**config.mk**
```make
export PLATFORM = sky130hd
export DESIGN_NAME = unsat_clause_picker
export DESIGN_NICKNAME = d
export VERILOG_FILES = /design/src/rtl/unsat_clause_picker.sv
export SDC_FILE = /design/constraint.sdc
export NUM_CORES = 1
export LEC_CHECK = 0
export BUFFER_PORTS_ARGS = -buffer_cell sky130_fd_sc_hd__buf_4
export CORE_UTILIZATION = 25
export DETAILED_ROUTE_END_ITERATION = 7
export PLACE_DENSITY = 0.46
export SLEW_MARGIN = 5
export SYNTH_ARGS = -nofsm -noshare
export SYNTH_HDL_FRONTEND = slang
export SYNTH_SLANG_ARGS = --single-unit
```
**constraint.sdc**
```tcl
create_clock -name clk_i -period 7 [get_ports clk_i]
set_input_delay 0.35 -clock clk_i [delete_from_list [all_inputs] [get_ports clk_i]]
set_output_delay 0.35 -clock clk_i [all_outputs]
set_load 0.05 [all_outputs]
```
**src/rtl/unsat_clause_picker.sv**
```systemverilog
`default_nettype none
// unsat_clause_picker: drains FIFO_Tree unsat clauses each round, then offers one picked by (lfsr*count)>>16.
// Optional feature macro PICKER_SEED_LOAD_EN adds seed_i/seed_load_i for runtime LFSR reseeding.
module unsat_clause_picker #(
  parameter int          CLAUSE_WIDTH = 9,
  parameter int          BUF_DEPTH    = 32,
  parameter int          IDLE_TIMEOUT = 4,
  parameter logic [15:0] LFSR_SEED    = 16'hACE1,
  localparam int         CW           = $clog2(BUF_DEPTH + 1)
) (
  input  logic                    clk_i,
  input  logic                    rst_i,
  input  logic                    start_i,
  input  logic                    tree_empty_i,
  input  logic                    tree_of_i,
  input  logic [CLAUSE_WIDTH-1:0] tree_clause_i,
  output logic                    tree_rd_en_o,
  output logic                    tree_cof_o,
  output logic [CLAUSE_WIDTH-1:0] clause_o,
  output logic                    valid_o,
  input  logic                    ready_i,
  output logic                    none_o,
  output logic                    of_o,
  output logic [CW-1:0]           count_o,
  output logic                    busy_o
`ifdef PICKER_SEED_LOAD_EN
  ,
  input  logic [15:0]             seed_i,
  input  logic                    seed_load_i
`endif
);

  localparam int          IW        = (BUF_DEPTH > 1) ? $clog2(BUF_DEPTH) : 1;
  localparam int          TW        = $clog2(IDLE_TIMEOUT + 1);
  localparam logic [15:0] SEED_SAFE = (LFSR_SEED == 16'h0000) ? 16'h0001 : LFSR_SEED;
  localparam logic [15:0] LFSR_MASK = 16'hB400;
  localparam logic [CW-1:0] FULL    = CW'(BUF_DEPTH);

  typedef enum logic [2:0] {
    S_IDLE  = 3'd0,
    S_DRAIN = 3'd1,
    S_CLEAR = 3'd2,
    S_PICK  = 3'd3,
    S_FETCH = 3'd4,
    S_OFFER = 3'd5
  } state_t;

  state_t                  state;
  logic [15:0]             lfsr;
  logic [CW-1:0]           count;
  logic [TW-1:0]           idle_cnt;
  logic [TW-1:0]           idle_inc;
  logic                    inflight;
  logic [IW-1:0]           idx;
  logic [16+CW-1:0]        prod;
  logic [CLAUSE_WIDTH-1:0] cap_buf [BUF_DEPTH];
  logic                    unused_bits;

  function automatic logic [15:0] lfsr_step(input logic [15:0] v);
    return v[0] ? ((v >> 1) ^ LFSR_MASK) : (v >> 1);
  endfunction

  // Read request follows the tree's empty flag directly so no grant is wasted.
  assign tree_rd_en_o = (state == S_DRAIN) && !tree_empty_i && !rst_i;
  assign idle_inc     = idle_cnt + TW'(1);
  assign prod         = {{CW{1'b0}}, lfsr} * {{16{1'b0}}, count};
  assign unused_bits  = ^{prod[15:0], prod[16+CW-1:16+IW]};

  always_ff @(posedge clk_i) begin
    if (rst_i) begin
      lfsr <= SEED_SAFE;
`ifdef PICKER_SEED_LOAD_EN
    end else if (seed_load_i) begin
      lfsr <= (seed_i == 16'h0000) ? 16'h0001 : seed_i;
`endif
    end else begin
      lfsr <= lfsr_step(lfsr);
    end
  end

  always_ff @(posedge clk_i) begin
    if (state == S_DRAIN && inflight && count < FULL) begin
      cap_buf[count[IW-1:0]] <= tree_clause_i;
    end
  end

  always_ff @(posedge clk_i) begin
    if (rst_i) begin
      state      <= S_IDLE;
      count      <= '0;
      idle_cnt   <= '0;
      inflight   <= 1'b0;
      idx        <= '0;
      tree_cof_o <= 1'b0;
      clause_o   <= '0;
      valid_o    <= 1'b0;
      none_o     <= 1'b0;
      of_o       <= 1'b0;
      count_o    <= '0;
      busy_o     <= 1'b0;
    end else begin
      tree_cof_o <= 1'b0;
      none_o     <= 1'b0;
      inflight   <= tree_rd_en_o;
      case (state)
        S_IDLE: begin
          if (start_i) begin
            state    <= S_DRAIN;
            count    <= '0;
            of_o     <= 1'b0;
            idle_cnt <= '0;
            busy_o   <= 1'b1;
          end
        end
        S_DRAIN: begin
          if (tree_of_i) of_o <= 1'b1;
          // Entries past the buffer are still read so the tree empties, but flagged.
          if (inflight) begin
            if (count < FULL) count <= count + CW'(1);
            else              of_o  <= 1'b1;
          end
          if (tree_empty_i && !inflight) begin
            idle_cnt <= idle_inc;
            if (idle_inc == TW'(IDLE_TIMEOUT)) begin
              state      <= S_CLEAR;
              tree_cof_o <= 1'b1;
            end
          end else begin
            idle_cnt <= '0;
          end
        end
        S_CLEAR: begin
          count_o <= count;
          if (count == '0) begin
            none_o <= 1'b1;
            busy_o <= 1'b0;
            state  <= S_IDLE;
          end else begin
            state <= S_PICK;
          end
        end
        S_PICK: begin
          idx   <= prod[16 +: IW];
          state <= S_FETCH;
        end
        S_FETCH: begin
          clause_o <= cap_buf[idx];
          valid_o  <= 1'b1;
          state    <= S_OFFER;
        end
        S_OFFER: begin
          if (ready_i) begin
            valid_o <= 1'b0;
            busy_o  <= 1'b0;
            state   <= S_IDLE;
          end
        end
        default: state <= S_IDLE;
      endcase
    end
  end

endmodule
`default_nettype wire

```
==> results of run 1 <==
-- cells by family (layout without fill, tap and decap cells) --
family / count (synthesis) / count (layout) / share of synthesized area
muxes: 115 / 115 / 0.130
and+or+nand+nor: 269 / 269 / 0.0891
adders and majority gates: 87 / 87 / 0.0943
AOI/OAI and AO/OA: 87 / 87 / 0.0380
buffers and inverters: 132 / 196 / 0.0325
DFF: 342 / 342 / 0.611
xor gates and xnor gates: 10 / 10 / 0.00550
-- power breakdown --
| group | leakage, nW | internal (mW) | total (mW) | switching (mW) |
|---|---|---|---|---|
| registers | 3.03 | 2.21 | 2.23 | 0.0173 |
| logic | 2.50 | 0.0178 | 0.0684 | 0.0507 |
| clock network | 0.637 | 1.23 | 2.09 | 0.861 |
| total | 6.16 | 3.45 | 4.38 | 0.929 |
-- layout by cell type, fill, tap and decap left out, types with 18 or more instances in the layout --
| cell | count |
|---|---|
| mux4_2 | 72 |
| fa_1 | 55 |
| nor2_1 | 68 |
| a21oi_1 | 18 |
| ha_1 | 32 |
| inv_1 | 84 |
| mux2i_1 | 34 |
| edfxtp_1 | 288 |
| nand2_1 | 50 |
| buf_4 | 41 |
| dfxtp_1 | 51 |
| o21ai_0 | 19 |
| clkbuf_16 | 38 |
| and2_1 | 80 |
-- timing repair --
action / in CTS / in global routing
setup endpoints to repair: 0 / 0
buffers inserted: 0 / 0
hold buffers: 1 / 0
endpoints found under the hold margin: 1 / 0
-- critical path: stages (launching register included) --
cell and delay (ns):
dfxtp_1 0.98, and2_1 0.27, fa_1 0.44, fa_1 0.54, inv_1 0.05, fa_1 0.47, inv_1 0.04, ha_1 0.31
and3_1 0.23, a31o_2 0.25, o41ai_1 0.38, or4b_2 0.63, o211ai_1 0.16
-- metrics by stage --
| step | power [mW] | util |
|---|---|---|
| after floorplan | 2.29 | - |
| after global placement | 2.34 | 0.271 |
| after detailed placement | 2.34 | 0.271 |
| after CTS | 4.45 | 0.292 |
| after global routing | 4.53 | 0.292 |
| final | 4.38 | 0.292 |
-- metal layers --
layer,vias to the layer above,part of all wire,global-route usage
met5,-,0,0
met4,0,0.018,0.0332
met3,45,0.048,0.0235
met2,184,0.46,0.192
met1,4470,0.47,0.167
li1,3914,-,-
-- final cells by class --
class | instances | area (µm²) | area share
sequential | 342 | 9740 | 0.529
clock inverter | 26 | 294 | 0.0160
inverter | 84 | 315 | 0.0171
timing repair buffer | 42 | 318 | 0.0173
clock buffer | 44 | 1000 | 0.0545
tap | 846 | 1060 | 0.0575
multi-input combinational | 568 | 5680 | 0.308
-- how the worst min path moves through the flow --
stage,cells past startpoint,slack [ns],endpoint
4_1_cts,4,0.11,state[2]
2_1_floorplan,1,0.43,inflight
6_report,4,0.14,state[2]
3_3_place_gp,2,0.48,count_o[3]
5_1_grt,4,0.16,valid_o
3_5_place_dp,2,0.49,count_o[3]
-- flip-flops by register name, summed over array words and instances (netlist names), 3 cells and up --
| name | flops |
|---|---|
| cap_buf | 288 |
| clause_o | 9 |
| idle_cnt | 3 |
| count | 6 |
| count_o | 6 |
| idx | 5 |
| state | 3 |
| lfsr | 16 |
==> results.py, run 1 <==
metrics = {
    "clock_tree": {
        "cts_root_buf": "clkbuf_16",
        "clock_path_buffers": 3,
        "cts_tree": "yes",
        "clkSinkCount": 342,
        "worst_skew_pair.late_latency_ns": 0.57,
        "cts_made_buffers": 38,
        "postCtsResizedCells": 0,
        "htree_levels": 2,
        "clk_pin_slew_ns": 0.06,
    },
    "flow_run": {
        "drv_cap": 0,
    },
    "pwr": {
        "p_leak_nw": 6.16,
        "p_per_area_nw_per_um2": 238,
        "vdd_drop_max_mv": 0.142,
    },
    "placement": {
        "pre_cts_slack_ns": 2.17,
        "post_dp_cell_area_um2": 17100,
        "dpl.hpwl_mm": 23.6,
        "gp_congestion": 0.754,
        "dp_cells": 1881,
        "numPortBuffers": 35,
    },
    "setup_path": {
        "regToRegStartpoint": "count[2]",
        "critPathLaunch": "count[2]",
        "worstPathMaxFanout": 28,
        "cp.required_ns": 7.48,
        "rr_worst_depth": 12,
        "reg2reg_setup_slack_ns": 2.17,
        "end_kind": "flop",
        "crit_path_start_kind": "flop",
        "crit_type": "reg -> reg",
        "arrival_ns": 5.31,
        "r2r-end": "idx[3]",
        "critPathCapture": "idx[3]",
    },
    "worst_hold_path": {
        "worstHoldStart": "ready_i",
        "hold_class": "in -> reg",
    },
    "floorplan": {
        "fp-row-count": 92,
        "die_h_um": 254,
        "core_area_um2": 63000,
        "start_util": 0.253,
        "die-width_um": 254,
        "io_pins": 36,
        "dieArea_um2": 64700,
    },
    "drt": {
        "ant_nets": 0,
        "first_pass_iters": 5,
        "wl_per_cell_um": 19.3,
        "routed_via_density": 4.41,
        "drt_iter0_drc": 611,
        "drc_errors": 0,
        "drt_wl_total_mm": 37.8,
        "num_vias": 8613,
    },
    "synthesis": {
        "synthFlopType": "edfxtp_1",
        "avgSynthCellArea_um2": 15.3,
        "synth_top_cell_area_share": 0.543,
        "synthArstFlopShare": 0,
        "syn_inst": 1042,
        "synthDistinctLibCells": 57,
        "yosysMostFrequentCell": "edfxtp_1",
        "synth_area_leaders": "edfxtp_1 54%, mux4_2 10%, fa_1 6.9%, dfxtp_1 6.8%, and2_1 3.1%",
        "syn-cell-area_um2": 15900,
        "synthTopCellsByCount": "288 x edfxtp_1, 84 x inv_1, 80 x and2_1, 72 x mux4_2, 68 x nor2_1",
        "yosysWarnings": 0,
        "synth-seq-cells": 342,
        "yosysSeqAreaShare": 0.611,
        "yosysTopAreaCell": "edfxtp_1",
        "syn_nets": 1144,
        "synth_edf_count": 288,
    },
    "timing": {
        "rsz0062_at_grt": "no",
        "max_slew.worst_pin.slew_ns": 1.24,
        "final.setup_skew_ns": 0.0136,
        "timing.final.crit_share": 0.690,
        "hold_violations": 0,
        "maxSlewViolCount": 0,
        "fmax_ghz": 0.207,
        "setup_ws_ns": 2.17,
        "setup_viol": 0,
        "hold_slack_ns": 0.141,
        "min_period_ns": 4.83,
        "tns_ns": 0,
        "slew-limit-headroom": 0.170,
    },
    "cells_and_area": {
        "drive_gt1_frac": 0.180,
        "finalNonFillerCells": 1952,
        "final_area_um2": 18400,
        "fillCellCount": 6324,
        "nets": 1178,
        "antenna_cells": 0,
        "area_growth_pct": 15.6,
    },
    "status": {
        "status": "complete, no violations",
    },
    "global_route": {
        "grt.overflow.total": 0,
        "grt_pass1_vias": 9005,
        "grt_use_total": 0.121,
        "grt_max_degree": 56,
        "grt_pass1_wl_mm": 57.8,
        "antenna_found_initial": 0,
    },
}
Power figures use the tool's default switching activity.
==> run 2, diff against run 1 <==
Settings changed: ABC_AREA set to 1.
Clock period 7 ns to 4.8 ns, I/O delays scaled along.
==> results.py, run 2 <==
metrics = {
    "worst_hold_path": {
        "worstHoldStart": "start_i",
        "hold_class": "in -> reg",
        "whs_endpoint": "state[0]",
        "whs_path_depth": 3,
    },
    "flow_run": {
        "drv_cap": 0,
    },
    "synthesis": {
        "yosysMostFrequentCell": "edfxtp_1",
        "synth_area_leaders": "edfxtp_1 52%, fa_1 6.6%, dfxtp_1 6.5%, nand2_1 5.3%, inv_1 5.2%",
        "synthArstFlopShare": 0,
        "syn-cell-area_um2": 16600,
        "synthFlopType": "edfxtp_1",
        "synth_edf_count": 288,
        "yosysTopAreaCell": "edfxtp_1",
        "synthDistinctLibCells": 48,
        "avgSynthCellArea_um2": 10.5,
        "synth-seq-cells": 342,
        "syn_inst": 1588,
        "yosysWarnings": 0,
        "synth_top_cell_area_share": 0.521,
        "syn_nets": 1690,
        "yosysSeqAreaShare": 0.586,
        "synthTopCellsByCount": "288 x edfxtp_1, 234 x nand2_1, 231 x inv_1, 211 x nor2_1, 135 x o21ai_0",
    },
    "setup_path": {
        "worst-path-buf-inv": 5,
        "end_kind": "flop",
        "path_common_cell": "inv_1",
        "r2r-end": "idx[4]",
        "rr_worst_depth": 17,
        "worstPathMaxFanout": 22,
        "cp_top_family": "adder cells",
        "path_cells": "nand2_1 > inv_1 > fa_1 > fa_1 > inv_1 > fa_1 > inv_1 > ha_1 > nand2_1 > inv_1 > nand3_1 > nor2_1 > nand4_1 > nand3_1 > nor2_1 > o21ai_0 > inv_1",
        "cpPeakStageDelay_ns": 0.88,
        "crit_path_start_kind": "flop",
        "reg2reg_setup_slack_ns": 0.78,
        "arrival_ns": 4.46,
        "crit_type": "reg -> reg",
        "cp.required_ns": 5.25,
        "regToRegStartpoint": "count[2]",
        "slowest_stage": "dfxtp_1",
    },
    "drt": {
        "wl_per_cell_um": 17.5,
        "routed_via_density": 4.42,
        "drc_errors": 0,
        "first_pass_iters": 5,
        "ant_nets": 0,
        "drt_wl_total_mm": 43.4,
        "num_vias": 10980,
        "drt_iter0_drc": 696,
    },
    "pwr": {
        "power_frac_comb": 0.069,
        "p_sw_mw": 1.58,
        "vdd_drop_max_mv": 0.220,
        "clkPwrFrac": 0.427,
        "p_int_mw": 4.96,
        "swShare": 0.241,
        "seqPwrFrac": 0.505,
        "p_per_area_nw_per_um2": 349,
        "p_leak_nw": 7.50,
    },
    "cells_and_area": {
        "antenna_cells": 0,
        "final_cell_mix": "288 x edfxtp_1, 234 x nand2_1, 231 x inv_1",
        "drive_gt1_frac": 0.0771,
        "final-seq-area_um2": 9740,
        "final_area_um2": 18700,
        "final_common_cell": "edfxtp_1",
        "area_growth_pct": 12.8,
        "largest_register_ffs": 288,
        "multi_input_area_um2": 5500,
        "nets": 1694,
        "fillCellCount": 6843,
    },
    "placement": {
        "post_dp_cell_area_um2": 17500,
        "gp_congestion": 0.789,
        "dpl.hpwl_mm": 26.4,
        "numPortBuffers": 35,
    },
    "clock_tree": {
        "cts_made_buffers": 39,
        "post_cts_buffers": 0,
        "cts_tree": "yes",
        "htree_levels": 2,
        "cts_root_buf": "clkbuf_16",
        "clkSinkCount": 342,
        "clock_path_buffers": 3,
        "worst_skew_pair.late_latency_ns": 0.57,
        "clk_pin_slew_ns": 0.05,
    },
    "floorplan": {
        "dieArea_um2": 67500,
        "fp-row-count": 94,
        "core_area_um2": 65700,
        "io_pins": 36,
        "die_h_um": 260,
        "die-width_um": 260,
        "start_util": 0.253,
    },
    "global_route": {
        "grt_use_total": 0.130,
        "antenna_found_initial": 1,
        "grt_pass1_vias": 10801,
        "grt.overflow.total": 0,
        "grt_max_degree": 137,
        "grt_pass1_wl_mm": 66.8,
    },
    "timing": {
        "slew-limit-headroom": 0.226,
        "min_period_ns": 4.02,
        "hold_slack_ns": 0.0520,
        "fmax_ghz": 0.249,
        "final.setup_skew_ns": 0.0290,
        "hold_violations": 0,
        "timing.final.crit_share": 0.837,
        "maxSlewViolCount": 0,
        "setup_viol": 0,
        "rsz0062_at_grt": "no",
        "tns_ns": 0,
        "max_slew.worst_pin.slew_ns": 1.16,
    },
    "status": {
        "status": "complete, no violations",
    },
}
-- run 2: cell count changes after synthesis, moves of 11 or more --
cell     before  now
o22ai_1       2   55
a21oi_1      18   36
mux2i_1      34    0
nor2b_1      12    0
buf_4         1   13
and2_1       80    0
nand3_1       7   39
nor2_1       68  211
buf_6         0   11
o21ai_0      19  135
mux4_2       72    0
o21ai_1       0   36
inv_1        84  231
nand2_1      50  234
-- run 2: repair_timing --
action,in CTS,in global routing
hold endpoints to repair,3,0
gates resized for setup,0,0
setup endpoints to repair,0,0
hold buffers,3,0
-- run 2: cell type report --
| type | instances | share of cell area |
|---|---|---|
| clock buffers | 51 | 0.0556 |
| inverters | 237 | 0.0481 |
| clock inverters | 19 | 0.00681 |
| repair buffers | 45 | 0.0191 |
| well taps | 864 | 0.0577 |
| multi-input cells | 927 | 0.293 |
| flip-flops and latches | 342 | 0.519 |
-- run 2: worst register-to-register path, stage by stage, from the launching register on --
cell	delay (ns)
dfxtp_1	0.88
nand2_1	0.10
inv_1	0.10
fa_1	0.44
fa_1	0.55
inv_1	0.05
fa_1	0.47
inv_1	0.04
ha_1	0.30
nand2_1	0.07
inv_1	0.07
nand3_1	0.15
nor2_1	0.20
nand4_1	0.11
nand3_1	0.12
nor2_1	0.04
o21ai_0	0.16
inv_1	0.05
-- run 2: worst max-delay path by stage --
stage | depth (start not counted) | end | startpoint
final | 17 | idx[4] | count[2]
after global routing | 17 | idx[4] | count[3]
after detailed placement | 16 | idx[0] | count[2]
after CTS | 16 | idx[0] | count[2]
after floorplan | 18 | idx[0] | count[2]
after global placement | 14 | idx[3] | count[2]
-- run 2: logic make-up after synthesis --
family,share of synthesized area
XOR/XNOR,0.00474
flip-flops,0.586
AND/OR/NAND/NOR,0.121
buffers and inverters,0.0834
AO/OA/AOI/OAI,0.115
adder cells (fa/ha/maj),0.0904
-- run 2: per-stage QoR --
stage / power (mW) / setup WS (ns) / cells / util
final: 6.54 / 0.784 / 2485 / 0.285
after global routing: 6.77 / 0.347 / 2485 / 0.285
after CTS: 6.62 / 0.779 / 2485 / 0.285
after detailed placement: 3.82 / 0.787 / 2412 / 0.267
after global placement: 3.81 / 0.837 / 2412 / 0.267
after floorplan: 3.65 / 1.05 / 1588 / -
-- run 2: metal layers --
| metal | vias to the layer above | track usage | routed length [µm] | share of wire |
|---|---|---|---|---|
| li1 | 5340 | - | - | - |
| met1 | 5369 | 0.178 | 20600 | 0.47 |
| met2 | 208 | 0.208 | 19800 | 0.46 |
| met3 | 63 | 0.0272 | 2160 | 0.050 |
| met4 | 0 | 0.0337 | 875 | 0.020 |
| met5 | - | 0 | 0 | 0 |
-- run 2: power groups by stage --
| stage | logic, mW | clock network [mW] | registers [mW] |
|---|---|---|---|
| 6_report | 0.449 | 2.79 | 3.30 |
| 4_1_cts | 0.457 | 2.86 | 3.30 |
| 2_1_floorplan | 0.303 | 0 | 3.35 |
| 5_1_grt | 0.514 | 2.96 | 3.30 |
| 3_5_place_dp | 0.455 | 0 | 3.36 |
| 3_3_place_gp | 0.448 | 0 | 3.36 |
==> run 3, diff against run 2 <==
Settings changed: PLACE_DENSITY 0.46 to 0.47.
Clock period 4.8 ns to 3.4 ns, I/O delays scaled along.
==> results.py, run 3 (synthesis results as in run 2) <==
metrics = {
    "cells_and_area": {
        "nets": 1790,
        "final_common_cell": "edfxtp_1",
        "fillCellCount": 6677,
        "largest_register_ffs": 288,
        "area_growth_pct": 20.3,
        "final_cell_mix": "288 x edfxtp_1, 229 x nand2_1, 224 x inv_1",
        "antenna_cells": 0,
        "drive_gt1_frac": 0.165,
        "utilization": 0.304,
    },
    "clock_tree": {
        "cts_made_buffers": 40,
        "cts_root_buf": "clkbuf_16",
        "clk_pin_slew_ns": 0.06,
        "clkSinkCount": 342,
        "htree_levels": 2,
        "worst_skew_pair.late_latency_ns": 0.59,
        "clock_path_buffers": 3,
        "cts_tree": "yes",
    },
    "global_route": {
        "grt_use_total": 0.131,
        "grt_max_degree": 101,
        "grt_pass1_vias": 11385,
        "grt_pass1_wl_mm": 67.8,
        "antenna_found_initial": 0,
        "grt.overflow.total": 0,
    },
    "timing": {
        "max_slew.worst_pin.slew_ns": 1.27,
        "tns_ns": -0.0277,
        "slew-limit-headroom": 0.154,
        "min_period_ns": 3.42,
        "fmax_ghz": 0.293,
        "hold_violations": 0,
        "rsz0062_at_grt": "yes",
        "setup_ws_ns": -0.0171,
        "setup_viol": 2,
        "maxSlewViolCount": 0,
        "final.setup_skew_ns": 0.0328,
        "timing.final.crit_share": 1.01,
    },
    "setup_path": {
        "regToRegStartpoint": "count[3]",
        "end_kind": "flop",
        "cp.required_ns": 3.84,
        "crit_type": "reg -> reg",
        "crit_path_start_kind": "flop",
        "critPathLaunch": "count[3]",
        "arrival_ns": 3.86,
        "worstPathMaxFanout": 14,
    },
    "drt": {
        "num_vias": 11337,
        "first_pass_iters": 5,
        "wl_per_cell_um": 16.9,
        "drt_wl_total_mm": 43.8,
        "drc_errors": 0,
        "drt_iter0_drc": 808,
        "routed_via_density": 4.39,
        "ant_nets": 0,
    },
    "flow_run": {
        "drv_cap": 0,
    },
    "placement": {
        "gp_congestion": 0.778,
        "dpl.hpwl_mm": 27.7,
        "numPortBuffers": 35,
    },
    "floorplan": {
        "core_area_um2": 65700,
        "start_util": 0.253,
        "die-width_um": 260,
        "io_pins": 36,
        "die_h_um": 260,
        "dieArea_um2": 67500,
        "fp-row-count": 94,
    },
    "status": {
        "status": "finished with violations",
        "failed_checks": "setup timing",
    },
    "pwr": {
        "p_leak_nw": 8.04,
        "p_per_area_nw_per_um2": 479,
        "power_mw": 9.56,
        "vdd_drop_max_mv": 0.276,
    },
    "worst_hold_path": {
        "worstHoldStart": "tree_clause_i[7]",
        "hold_class": "in -> reg",
    },
}
==> run 3: changes by cell type in the layout (fill, tap and decap cells not counted), sizes merged <==
| cell | change |
|---|---|
| clkinv | -1 |
| dlygate4sd3 | +5 |
| buf | +90 |
| clkbuf | +4 |
| clkinvlp | -1 |
| bufinv | +1 |
==> run 3: final timing paths <==
check,end,slack [ns],cells after the start
hold / removal,cap_buf[19][7],0.04,1
hold reg to reg,busy_o,0.47,2
setup / recovery,idx[2],-0.02,19
setup reg to reg,idx[2],-0.02,19
==> run 3: worst max-delay path, stage by stage (launching register included) <==
cell	delay (ns)
dfxtp_4	0.36
buf_12	0.15
nand2_1	0.05
inv_1	0.05
fa_1	0.47
fa_1	0.56
inv_2	0.04
fa_1	0.51
inv_2	0.05
ha_4	0.27
buf_6	0.10
nand3_4	0.06
o21ai_2	0.15
nand2_1	0.07
nand2_1	0.05
nand2_1	0.06
nand3_1	0.09
nand2_1	0.05
nor2_1	0.12
nor2_1	0.04
==> run 3: timing repair <==
action,4_1_cts,5_1_grt
resized for setup,44,24
endpoints found under the hold margin,25,0
buffers inserted,3,5
hold buffers,8,0
pin swaps,16,21
endpoints found under the setup margin,5,5
==> run 3: cell type report <==
class,count,area [µm²],share of cell area
flip-flops and latches,342,9770,0.489
multi-input cells,927,5780,0.289
repair buffers,140,1170,0.0587
well taps,864,1080,0.0541
clock buffers,55,1070,0.0534
inverters,237,902,0.0451
clock inverters,18,216,0.0108
==> run 3: through the flow <==
| step | setup WS, ns | std cells | instance area (µm²) | hold slack [ns] |
|---|---|---|---|---|
| floorplan | 0.00140 | 1588 | 16800 | 0.242 |
| global placement | -0.342 | 2494 | 18300 | 0.366 |
| global route | -0.235 | 2583 | 20000 | 0.0201 |
| detailed placement | -0.364 | 2494 | 18300 | 0.361 |
| finish | -0.0171 | 2583 | 20000 | 0.0355 |
| CTS | 0.000308 | 2578 | 19900 | 0.000309 |
==> run 3: layer usage <==
layer | global-route usage | wire length [µm] | vias up
met4 | 0.0317 | 717 | 0
li1 | - | - | 5522
met2 | 0.208 | 19900 | 202
met5 | 0 | 0 | -
met3 | 0.0219 | 2060 | 48
met1 | 0.185 | 21100 | 5565
==> run 3: where the power goes <==
part | switching (mW) | internal [mW] | total (mW)
logic | 0.505 | 0.265 | 0.770
registers | 0.0553 | 4.58 | 4.63
clock network | 1.77 | 2.39 | 4.16
